`src/rtl/muldiv_alu_seq.sv`:
```
// Registered ALU with iterative unsigned multiply/divide and a valid/ready handshake.
// Optional signed ADD/SUB overflow flag is enabled by defining ALU_OVF_EN.
module muldiv_alu_seq #(
    parameter int WIDTH = 32
) (
    input  logic             clk,
    input  logic             reset,
    input  logic             in_valid,
    output logic             in_ready,
    input  logic [WIDTH-1:0] alu_src1,
    input  logic [WIDTH-1:0] alu_src2,
    input  logic [2:0]       alu_ctr,
    output logic             out_valid,
    input  logic             out_ready,
    output logic [WIDTH-1:0] alu_result,
    output logic [WIDTH-1:0] alu_result_hi,
    output logic             zero_bit,
    output logic             overflow,
    output logic             div_by_zero
);
    localparam int CNT_W = $clog2(WIDTH) + 1;

    localparam logic [2:0] OpAnd  = 3'b000;
    localparam logic [2:0] OpOr   = 3'b001;
    localparam logic [2:0] OpMulu = 3'b010;
    localparam logic [2:0] OpDivu = 3'b011;
    localparam logic [2:0] OpSlt  = 3'b100;
    localparam logic [2:0] OpAdd  = 3'b101;
    localparam logic [2:0] OpSub  = 3'b110;
    localparam logic [2:0] OpNor  = 3'b111;

    typedef enum logic [1:0] {StIdle, StMul, StDiv, StDone} state_t;

    state_t           state;
    logic [CNT_W-1:0] count;
    // Shared working registers: acc_hi is the product high half or the partial remainder,
    // acc_lo the multiplier or the dividend/quotient shift register, opnd the other operand.
    logic [WIDTH-1:0] acc_hi;
    logic [WIDTH-1:0] acc_lo;
    logic [WIDTH-1:0] opnd;

    logic [WIDTH-1:0] add_res;
    logic [WIDTH-1:0] sub_res;
    logic [WIDTH-1:0] simple_res;

    logic [WIDTH:0]   mul_sum;
    logic [WIDTH-1:0] mul_hi_nx;
    logic [WIDTH-1:0] mul_lo_nx;

    logic [WIDTH:0]   div_shift;
    logic             div_ge;
    logic [WIDTH-1:0] div_rem_nx;
    logic [WIDTH-1:0] div_quo_nx;

    assign in_ready = (state == StIdle);

    assign add_res = alu_src1 + alu_src2;
    assign sub_res = alu_src1 - alu_src2;

    always_comb begin
        simple_res = '0;
        case (alu_ctr)
            OpAnd:   simple_res = alu_src1 & alu_src2;
            OpOr:    simple_res = alu_src1 | alu_src2;
            OpSlt:   simple_res = {{(WIDTH-1){1'b0}}, $signed(alu_src1) < $signed(alu_src2)};
            OpAdd:   simple_res = add_res;
            OpSub:   simple_res = sub_res;
            OpNor:   simple_res = ~(alu_src1 | alu_src2);
            default: simple_res = '0;
        endcase
    end

    // Shift-add step: add the multiplicand when the current multiplier bit is set, shift right.
    assign mul_sum   = {1'b0, acc_hi} + (acc_lo[0] ? {1'b0, opnd} : {(WIDTH+1){1'b0}});
    assign mul_hi_nx = mul_sum[WIDTH:1];
    assign mul_lo_nx = {mul_sum[0], acc_lo[WIDTH-1:1]};

    // Restoring step: bring in the next dividend bit, subtract when the divisor fits.
    assign div_shift  = {acc_hi, acc_lo[WIDTH-1]};
    assign div_ge     = (div_shift >= {1'b0, opnd});
    assign div_rem_nx = div_ge ? (div_shift[WIDTH-1:0] - opnd) : div_shift[WIDTH-1:0];
    assign div_quo_nx = {acc_lo[WIDTH-2:0], div_ge};

    always_ff @(posedge clk or posedge reset) begin
        if (reset) begin
            state         <= StIdle;
            count         <= '0;
            acc_hi        <= '0;
            acc_lo        <= '0;
            opnd          <= '0;
            out_valid     <= 1'b0;
            alu_result    <= '0;
            alu_result_hi <= '0;
            zero_bit      <= 1'b0;
            div_by_zero   <= 1'b0;
        end else begin
            case (state)
                StIdle: begin
                    if (in_valid) begin
                        case (alu_ctr)
                            OpMulu: begin
                                acc_hi <= '0;
                                acc_lo <= alu_src2;
                                opnd   <= alu_src1;
                                count  <= CNT_W'(WIDTH);
                                state  <= StMul;
                            end
                            OpDivu: begin
                                if (alu_src2 == '0) begin
                                    alu_result    <= '1;
                                    alu_result_hi <= alu_src1;
                                    zero_bit      <= 1'b0;
                                    div_by_zero   <= 1'b1;
                                    out_valid     <= 1'b1;
                                    state         <= StDone;
                                end else begin
                                    acc_hi <= '0;
                                    acc_lo <= alu_src1;
                                    opnd   <= alu_src2;
                                    count  <= CNT_W'(WIDTH);
                                    state  <= StDiv;
                                end
                            end
                            default: begin
                                alu_result    <= simple_res;
                                alu_result_hi <= '0;
                                zero_bit      <= (simple_res == '0);
                                div_by_zero   <= 1'b0;
                                out_valid     <= 1'b1;
                                state         <= StDone;
                            end
                        endcase
                    end
                end
                StMul: begin
                    acc_hi <= mul_hi_nx;
                    acc_lo <= mul_lo_nx;
                    count  <= count - 1'b1;
                    if (count == CNT_W'(1)) begin
                        alu_result    <= mul_lo_nx;
                        alu_result_hi <= mul_hi_nx;
                        zero_bit      <= (mul_lo_nx == '0);
                        out_valid     <= 1'b1;
                        state         <= StDone;
                    end
                end
                StDiv: begin
                    acc_hi <= div_rem_nx;
                    acc_lo <= div_quo_nx;
                    count  <= count - 1'b1;
                    if (count == CNT_W'(1)) begin
                        alu_result    <= div_quo_nx;
                        alu_result_hi <= div_rem_nx;
                        zero_bit      <= (div_quo_nx == '0);
                        out_valid     <= 1'b1;
                        state         <= StDone;
                    end
                end
                StDone: begin
                    if (out_ready) begin
                        out_valid   <= 1'b0;
                        zero_bit    <= 1'b0;
                        div_by_zero <= 1'b0;
                        state       <= StIdle;
                    end
                end
                default: state <= StIdle;
            endcase
        end
    end

`ifdef ALU_OVF_EN
    logic ovf_calc;

    always_comb begin
        ovf_calc = 1'b0;
        if (alu_ctr == OpAdd) begin
            ovf_calc = (alu_src1[WIDTH-1] == alu_src2[WIDTH-1]) &&
                       (add_res[WIDTH-1] != alu_src1[WIDTH-1]);
        end else if (alu_ctr == OpSub) begin
            ovf_calc = (alu_src1[WIDTH-1] != alu_src2[WIDTH-1]) &&
                       (sub_res[WIDTH-1] != alu_src1[WIDTH-1]);
        end
    end

    always_ff @(posedge clk or posedge reset) begin
        if (reset) begin
            overflow <= 1'b0;
        end else if (state == StIdle && in_valid) begin
            overflow <= ovf_calc;
        end else if (state == StDone && out_ready) begin
            overflow <= 1'b0;
        end
    end
`else
    assign overflow = 1'b0;
`endif

endmodule
```
`config.mk`:
```
export PLATFORM = sky130hd
export DESIGN_NAME = muldiv_alu_seq
export DESIGN_NICKNAME = d
export VERILOG_FILES = /design/src/rtl/muldiv_alu_seq.sv
export SDC_FILE = /design/constraint.sdc
export NUM_CORES = 1
export LEC_CHECK = 0
export ABC_AREA = 1
export BUFFER_PORTS_ARGS = -buffer_cell sky130_fd_sc_hd__buf_2
export CORE_MARGIN = 4
export CORE_UTILIZATION = 25
export DETAILED_ROUTE_END_ITERATION = 8
export SYNTH_ARGS = -nofsm -noshare
export SYNTH_HDL_FRONTEND = slang
export SYNTH_SLANG_ARGS = --single-unit
```
`constraint.sdc`:
```
create_clock -name clk -period 4.8 [get_ports clk]
set_input_delay 0.24 -clock clk [delete_from_list [all_inputs] [get_ports clk]]
set_output_delay 0.24 -clock clk [all_outputs]
set_load 0.02 [all_outputs]
```
# Word level (Yosys, flattened, before mapping)
# Index checks and enable logic that the tools add are counted.
# word_totals
ff_bits	171
output_inout_bits	69
# classes
addsub	5
order_cmp	2
eq_ne	21
muxes	50
bitwise_logic	3
n_reduce_logical	19
# op_table
op	count
$mux W32	15
$pmux W32 S3	4
$pmux W32 S2	5
$pmux W32 S6	1
$logic_not A32 Y1	4
$sub A32 B32 Y32	2
$add A32 B32 Y33	1
$ge A33 B32 Y1	1
$add A32 B32 Y32	1
$and A32 B32 Y32	1
$lt A32 B32 Y1	1
$not A32 Y32	1
$or A32 B32 Y32	1
$pmux W6 S2	2
$eq A3 B3 Y1 const B	4
$mux W6	2
$ne A2 B2 Y1 const B	6
$reduce_and A4 Y1	3
$reduce_and A6 Y1	2
$mux W1	10
$reduce_and A5 Y1	2
$pmux W1 S2	4
$eq A3 B2 Y1 const B	2
$eq A6 B1 Y1 const B	1
other kinds (18)	24

# Longest topological paths before layout
# Gate-level depths: netlist of the first run.
# logic_depth
depth_word	7
mapped_depth	22
depth_no_buf	22

# Least setup slack after synthesis of the first run
# OpenSTA, ideal clock, no wires.
# synth_path
path_kind	flip-flop to flip-flop
startpoint	register acc_lo[0]
endpoint	register acc_hi[23]
setup_ps	133
t_arrival_ps	2572
path_slack_ps	2095
stages_incl_launch_ff	19
path_buffers	2
synth_period_minus_slack_ps	2705
cell_sequence	dfrtp_1 > clkbuf_1 > clkbuf_1 > nand2_1 > inv_1 > ha_1 > a21oi_1 > o21ai_0 > a21oi_1 > nor2_1 > o21ai_0 > nand2_1 > nand3_1 > nand3_1 > or2_2 > nand3_1 > nand2_1 > nand2_1 > o21ai_1
# synth_via
elab_chain_len	3
# synth_rtl
element	line_no	source
from (decl)	39	logic [WIDTH-1:0] acc_lo;
from (signal assigned)	103	acc_lo <= alu_src2;
from (signal assigned)	118	acc_lo <= alu_src1;
from (signal assigned)	137	acc_lo <= mul_lo_nx;
$mux W32	74	assign mul_sum = {1'b0, acc_hi} + (acc_lo[0] ? {1'b0, opnd} : {(WIDTH+1){1'b0}});
$add A32 B32 Y33	74	
$pmux W32 S3	97	case (state)
to (signal assigned)	136	acc_hi <= mul_hi_nx;
to (signal assigned)	148	acc_hi <= div_rem_nx;
to (decl)	38	logic [WIDTH-1:0] acc_hi;
# Every way passes these cells.
# A chain may end at the register's enable or synchronous reset.

# Worst setup path in the final report of the first run
# layout_path
startpoint	register acc_lo[0]
endpoint	register acc_hi[30]
# Same word-level chain as after synthesis.

==> results of run 1 <==
[power by group]
part           switching, mW  internal, mW  total (mW)
clock network          0.720         0.799        1.52
registers              0.528          2.16        2.68
logic                   5.71          2.49        8.20
[worst reg2reg max path: stages, from the launching register on]
cell and delay, ns:
dfrtp_1 0.72, buf_4 0.30, nand2_1 0.07, inv_1 0.05, ha_1 0.27, nand3_1 0.09
nand3_1 0.19, nand3_1 0.13, nand3_1 0.29, a21boi_0 0.35, inv_1 0.11, nand2_1 0.08
o211ai_1 0.16, nand2_1 0.15, nand2_1 0.06, nand2_1 0.07, nand3_1 0.07, nand2_1 0.08
nand2_1 0.08, o21ai_0 0.17
[synthesized netlist by cell type (30+ instances only)]
cell,n
a21oi_1,208
a31oi_1,41
clkbuf_1,62
dfrtp_1,171
ha_1,170
inv_1,408
nand2_1,814
nand3_1,219
nand3b_1,31
nand4_1,54
nor2_1,346
o211ai_1,51
o21ai_0,195
o22ai_1,30
[kinds of logic after synthesis]
kind of cell               after synthesis  synth area share [%]
and+or+nand+nor                       1559                 33.93
AOI/OAI and AO/OA                      666                 20.11
buffers and inverters                  547                 11.49
adders and majority gates              174                 11.31
DFF                                    171                 21.93
xor gates and xnor gates                27                 1.212
other                                    1               0.01921
[cell type report]
class / count / area share, %
Timing Repair Buffer: 166 / 4.270
Multi-Input combinational cell: 2427 / 59.94
Clock buffer: 18 / 2.020
Inverter: 420 / 7.274
Sequential cell: 171 / 19.68
Tap cell: 1040 / 5.985
Antenna cell: 3 / 0.03453
Clock inverter: 14 / 0.7999
[state kept, by name, indices dropped and copies added, names as in the netlist, 2 cells and up]
| register | count |
|---|---|
| acc_hi | 32 |
| acc_lo | 32 |
| alu_result | 32 |
| alu_result_hi | 32 |
| opnd | 32 |
| count | 6 |
| state | 2 |
[through the flow]
| step | power (mW) | cell area, um^2 | hold WS (ns) | worst slack, ns | utilization, % |
|---|---|---|---|---|---|
| after floorplan | 8.197 | 19520 | 0.4130 | 2.095 | - |
| after global placement | 10.78 | 21110 | 0.3695 | 1.352 | 27.25 |
| after detailed placement | 10.81 | 21110 | 0.3754 | 1.319 | 27.25 |
| after CTS | 12.36 | 21740 | 0.1015 | 1.290 | 28.06 |
| after global routing | 13.42 | 21740 | 0.1191 | 0.8724 | 28.07 |
| final | 12.41 | 21740 | 0.1369 | 1.222 | 28.07 |
[per-layer routing]
layer	GRT usage [%]	routed length [um]
met5	0	0
met4	9.498	4101
met3	3.156	6717
met2	33.42	39720
met1	27.68	37710
[what timing repair did]
| action | in CTS | in global routing |
|---|---|---|
| hold buffers | 1 | 0 |
| endpoints found under the hold margin | 27 | 0 |
| setup endpoints to repair | 0 | 0 |
| buffers inserted | 0 | 0 |
[worst max-delay path by stage]
stage / from / to / slack, ns / cells past startpoint
finish: acc_lo[0]$_DFFE_PP0P_ / acc_hi[30]$_DFFE_PP0P_ / 1.22 / 19
global route: acc_lo[0]$_DFFE_PP0P_ / acc_hi[30]$_DFFE_PP0P_ / 0.87 / 19
CTS: acc_hi[1]$_DFFE_PP0P_ / acc_hi[7]$_DFFE_PP0P_ / 1.29 / 17
detailed placement: acc_hi[1]$_DFFE_PP0P_ / acc_hi[7]$_DFFE_PP0P_ / 1.32 / 17
global placement: alu_src2[9] / zero_bit$_DFFE_PP0P_ / 1.35 / 17
floorplan: acc_lo[0]$_DFFE_PP0P_ / acc_hi[23]$_DFFE_PP0P_ / 2.10 / 18
==> impl_metrics.toml, run 1 <==
[die]
top_level_ports = 140
core_area_mm2 = 0.07747
start_util_pct = 25.19
rows = 102
fp.dieW_um = 287.4
die_area_mm2 = 0.08260
die_h_um = 287.4

[synthesis]
yosysTopAreaCellShare_pct = 21.93
syn_nets = 3390
synth_area_mm2 = 0.01952
syn_avg_cell_area_um2 = 6.205
synth_cell_type_count = 53
synth_top_area_cell = "dfrtp_1"
synth_area_leaders = "dfrtp_1 (22%), nand2_1 (16%), ha_1 (11%)"
yosysWarnings = 0
async_flop_share_pct = 100.0
synthFlopType = "dfrtp_1"
ys_seq_elements = 171
postSynthCellCount = 3145
synth-seq-area-share_pct = 21.93
synth-edff-count = 0

[drt]
ant_nets = 0
wl_per_cell_um = 20.72
drcViolationCount = 0
drtIter0Drc = 2449
viasPerCell = 5.182
dr_total_vias = 22070
firstDrtPassIters = 8
wirelength_mm = 88.25

[placement]
port-buffer-count = 138
place_inst = 4223
dp_hpwl_mm = 71.83
gp_congestion = 1.040

[timing]
fmax_ghz = 0.2795
tns_ns = 0
slew_viol_final = 0
slew_headroom_pct = 20.05
fin_crit_sh_pct = 74.54
clock_skew_ns = 0.01613
rsz0062_at_grt = "no"
worst_pin_slew_ns = 1.198
hold_viol = 0
finalCriticalPeriod_ns = 3.578
setup_viol = 0

[worst_hold_path]
holdPathEnd = "opnd[31]$_DFFE_PP0P_"
hold_path_class = "primary input to flip-flop"
min_from = "alu_src1[31]"
holdPathStages = 3

[critical_path]
r2r-end = "acc_hi[30]$_DFFE_PP0P_"
crit_fanout = 12
crit_buf_inv = 3
cp_slowest_stage_delay_ns = 0.72
crit_arrival_ns = 3.99
crit_path_start_kind = "flip-flop"
critical_path.most_common_cell = "nand2_1"
slowest_stage = "dfrtp_1"
regToRegStartpoint = "acc_lo[0]$_DFFE_PP0P_"
endpoint_kind = "flip-flop"
r2r_slack_ns = 1.22
critPathTopFamily = "simple AND/OR/NAND/NOR gates"
required_ns = 5.21
crit_type = "flip-flop to flip-flop"
worstPathCellList = "buf_4 > nand2_1 > inv_1 > ha_1 > nand3_1 > nand3_1 > nand3_1 > nand3_1 > a21boi_0 > inv_1 > nand2_1 > o211ai_1 > nand2_1 > nand2_1 > nand2_1 > nand3_1 > nand2_1 > nand2_1 > o21ai_0"
r2r_cells = 19

[clock_network]
clk_pin_slew_worst_paths_ns = 0.08
cts_tree = "yes"
cts_num_sinks = 171
clockBufferDepth = 2
numCtsBuffers = 17
clk_latency_ns = 0.50
cts_resized = 0
htree_levels = 4
cts_root_buf = "clkbuf_16"

[run_status]
outcome = "completed"

[grt]
grt_pass1_wl_mm = 130.3
track_usage_pct = 20.87
grt_overflow = 0
grt_max_degree = 145
grt_pass1_vias = 20730
antenna_found_initial = 4

[layout]
multi_input_area_mm2 = 0.01303
nets = 3448
final_cells = 4259
ff_latch_area_mm2 = 0.004279
final_common_cell = "nand2_1"
area_growth_pct = 11.41
final_cell_mix = "nand2_1 (813), inv_1 (407), nor2_1 (344), nand3_1 (219), a21oi_1 (208)"
drive_gt1_share_pct = 9.142
final.fill_count = 8760

[power_and_ir_drop]
vdd_ir_drop_max_mv = 0.3910
p_leak_nw = 10.83
power_density_mw_per_mm2 = 570.6

[job]
cap_violations = 0
No activity file was read; power rests on OpenSTA's default activity.
==> inputs of run 2 (changes only) <==
==> constraint.sdc (replaced) <==
create_clock -name clk -period 3 [get_ports clk]
set_input_delay 0.15 -clock clk [delete_from_list [all_inputs] [get_ports clk]]
set_output_delay 0.15 -clock clk [all_outputs]
set_load 0.02 [all_outputs]
==> impl_metrics.toml, run 2 (same netlist as run 1, synthesis figures left out) <==
[drt]
wl_per_cell_um = 20.42
ant_nets = 0
dr_total_vias = 23020
viasPerCell = 5.060
drtIter0Drc = 2249
wirelength_mm = 92.90
firstDrtPassIters = 7
drcViolationCount = 0

[layout]
final_cell_mix = "nand2_1 (810), inv_1 (405), nor2_1 (343), buf_4 (306), nand3_1 (215)"
final_cells = 4549
final_core_util_pct = 31.33
final_common_cell = "nand2_1"
area_growth_pct = 24.37
n_antenna_cell = 0
final_cell_area_mm2 = 0.02427
drive_gt1_share_pct = 18.10
nets = 3741

[grt]
grt_pass1_wl_mm = 136.8
grt_overflow = 0
grt_use_met1_pct = 28.91
grt_max_degree = 65
use_met2_pct = 36.51
use_met3_pct = 2.458
antenna_found_initial = 2
track_usage_pct = 21.91
grt_pass1_vias = 22030
grt_most_used_layer = "met2"

[critical_path]
crit_arrival_ns = 3.25
crit_buf_inv = 2
crit_type = "flip-flop to flip-flop"
worstPathCellList = "inv_1 > ha_1 > a21oi_1 > o21a_1 > o221ai_1 > a41oi_2 > nand2_2 > nand2_1 > buf_4 > nand2_1 > nand2_1 > nand2_1 > nand2_1 > o21ai_0"
slowest_stage = "dfrtp_1"
endpoint_kind = "flip-flop"
crit_fanout = 5
critical_path.most_common_cell = "nand2_1"
crit_path_start_kind = "flip-flop"
critPathTopFamily = "compound AO/OA/AOI/OAI gates"
required_ns = 3.36
cp_slowest_stage_delay_ns = 0.38

[timing]
tns_ns = 0
holdWs_ns = 0.08374
fmax_ghz = 0.3457
slew_headroom_pct = 19.83
clock_skew_ns = 0.02352
worst_slack_ns = 0.1072
setup_viol = 0
finalCriticalPeriod_ns = 2.893
worst_pin_slew_ns = 1.203
rsz0062_at_grt = "yes"
hold_viol = 0
fin_crit_sh_pct = 96.43
slew_viol_final = 0

[clock_network]
clk_pin_slew_worst_paths_ns = 0.07
cts_num_sinks = 171
cts_tree = "yes"
htree_levels = 4
cts_root_buf = "clkbuf_16"
numCtsBuffers = 17
clk_latency_ns = 0.50
clockBufferDepth = 2

[placement]
dp_hpwl_mm = 77.80
place_worst_setup_slack_ns = -0.1602
place_inst = 4514
placed_cell_area_mm2 = 0.02345
gp_congestion = 1.016
port-buffer-count = 138

[run_status]
outcome = "completed"

[die]
rows = 102
die_h_um = 287.4
top_level_ports = 140
fp.dieW_um = 287.4
start_util_pct = 25.19
die_area_mm2 = 0.08260
core_area_mm2 = 0.07747

[power_and_ir_drop]
p_total_mw = 21.05
power_density_mw_per_mm2 = 867.1
vdd_ir_drop_max_mv = 0.6507
p_leak_nw = 12.35

[job]
cap_violations = 0

[worst_hold_path]
hold_path_class = "primary input to flip-flop"
run 2: changes by cell type in the layout (fill, tap and decap cells not counted), moves of 4 or more:
cell | previous run | this run
o21ai_1 | 28 | 37
ha_2 | 0 | 4
buf_12 | 2 | 14
o21ai_2 | 11 | 15
ha_4 | 1 | 5
a21oi_1 | 208 | 191
ha_1 | 169 | 161
a21oi_2 | 18 | 34
buf_4 | 25 | 306
nand3_1 | 219 | 215
o21ai_0 | 195 | 182
run 2: final timing paths:
path	depth (start not counted)	from	slack, ns	to
max	14	opnd[28]$_DFFE_PP0P_	0.11	acc_hi[29]$_DFFE_PP0P_
min	3	alu_src1[30]	0.08	alu_result_hi[30]$_DFFE_PP0P_
max reg2reg	14	opnd[28]$_DFFE_PP0P_	0.11	acc_hi[29]$_DFFE_PP0P_
min reg2reg	2	alu_result_hi[13]$_DFFE_PP0P_	0.51	alu_result_hi[13]$_DFFE_PP0P_
max in group asynchronous	4	reset	1.61	acc_lo[19]$_DFFE_PP0P_
min in group asynchronous	3	reset	0.49	alu_result_hi[21]$_DFFE_PP0P_
run 2: final cells by class:
| cell class | instances | area [um^2] |
|---|---|---|
| Multi-Input combinational cell | 2427 | 13290 |
| Clock buffer | 19 | 432.9 |
| Tap cell | 1040 | 1301 |
| Timing Repair Buffer | 459 | 3278 |
| Sequential cell | 171 | 4280 |
| Inverter | 420 | 1582 |
| Fill cell | 8725 | 53190 |
| Clock inverter | 13 | 108.9 |
run 2: where the power goes:
group / total, mW / switching, mW / internal [mW]
Sequential: 4.32 / 0.865 / 3.45
Combinational: 14.5 / 9.58 / 4.92
Clock: 2.23 / 1.14 / 1.08
Total: 21.0 / 11.6 / 9.45
run 2: repair_timing:
| item | CTS | global route |
|---|---|---|
| cloned | 0 | 0 |
| endpoints found under the hold margin | 36 | 0 |
| buffers inserted | 0 | 2 |
| resized for setup | 1 | 72 |
| pin swaps | 0 | 10 |
| hold buffers | 1 | 0 |
| setup endpoints to repair | 20 | 36 |
run 2: worst register-to-register path: stages, from the launching register on:
cell,delay [ns]
dfrtp_1,0.38
inv_1,0.09
ha_1,0.37
a21oi_1,0.27
o21a_1,0.24
o221ai_1,0.25
a41oi_2,0.36
nand2_2,0.14
nand2_1,0.15
buf_4,0.18
nand2_1,0.06
nand2_1,0.05
nand2_1,0.06
nand2_1,0.09
o21ai_0,0.07
run 2: layer usage:
layer,vias up,wire length [um]
met5,-,10
met1,10840,39980
met3,147,6026
met4,2,3916
met2,920,42960
li1,11110,-
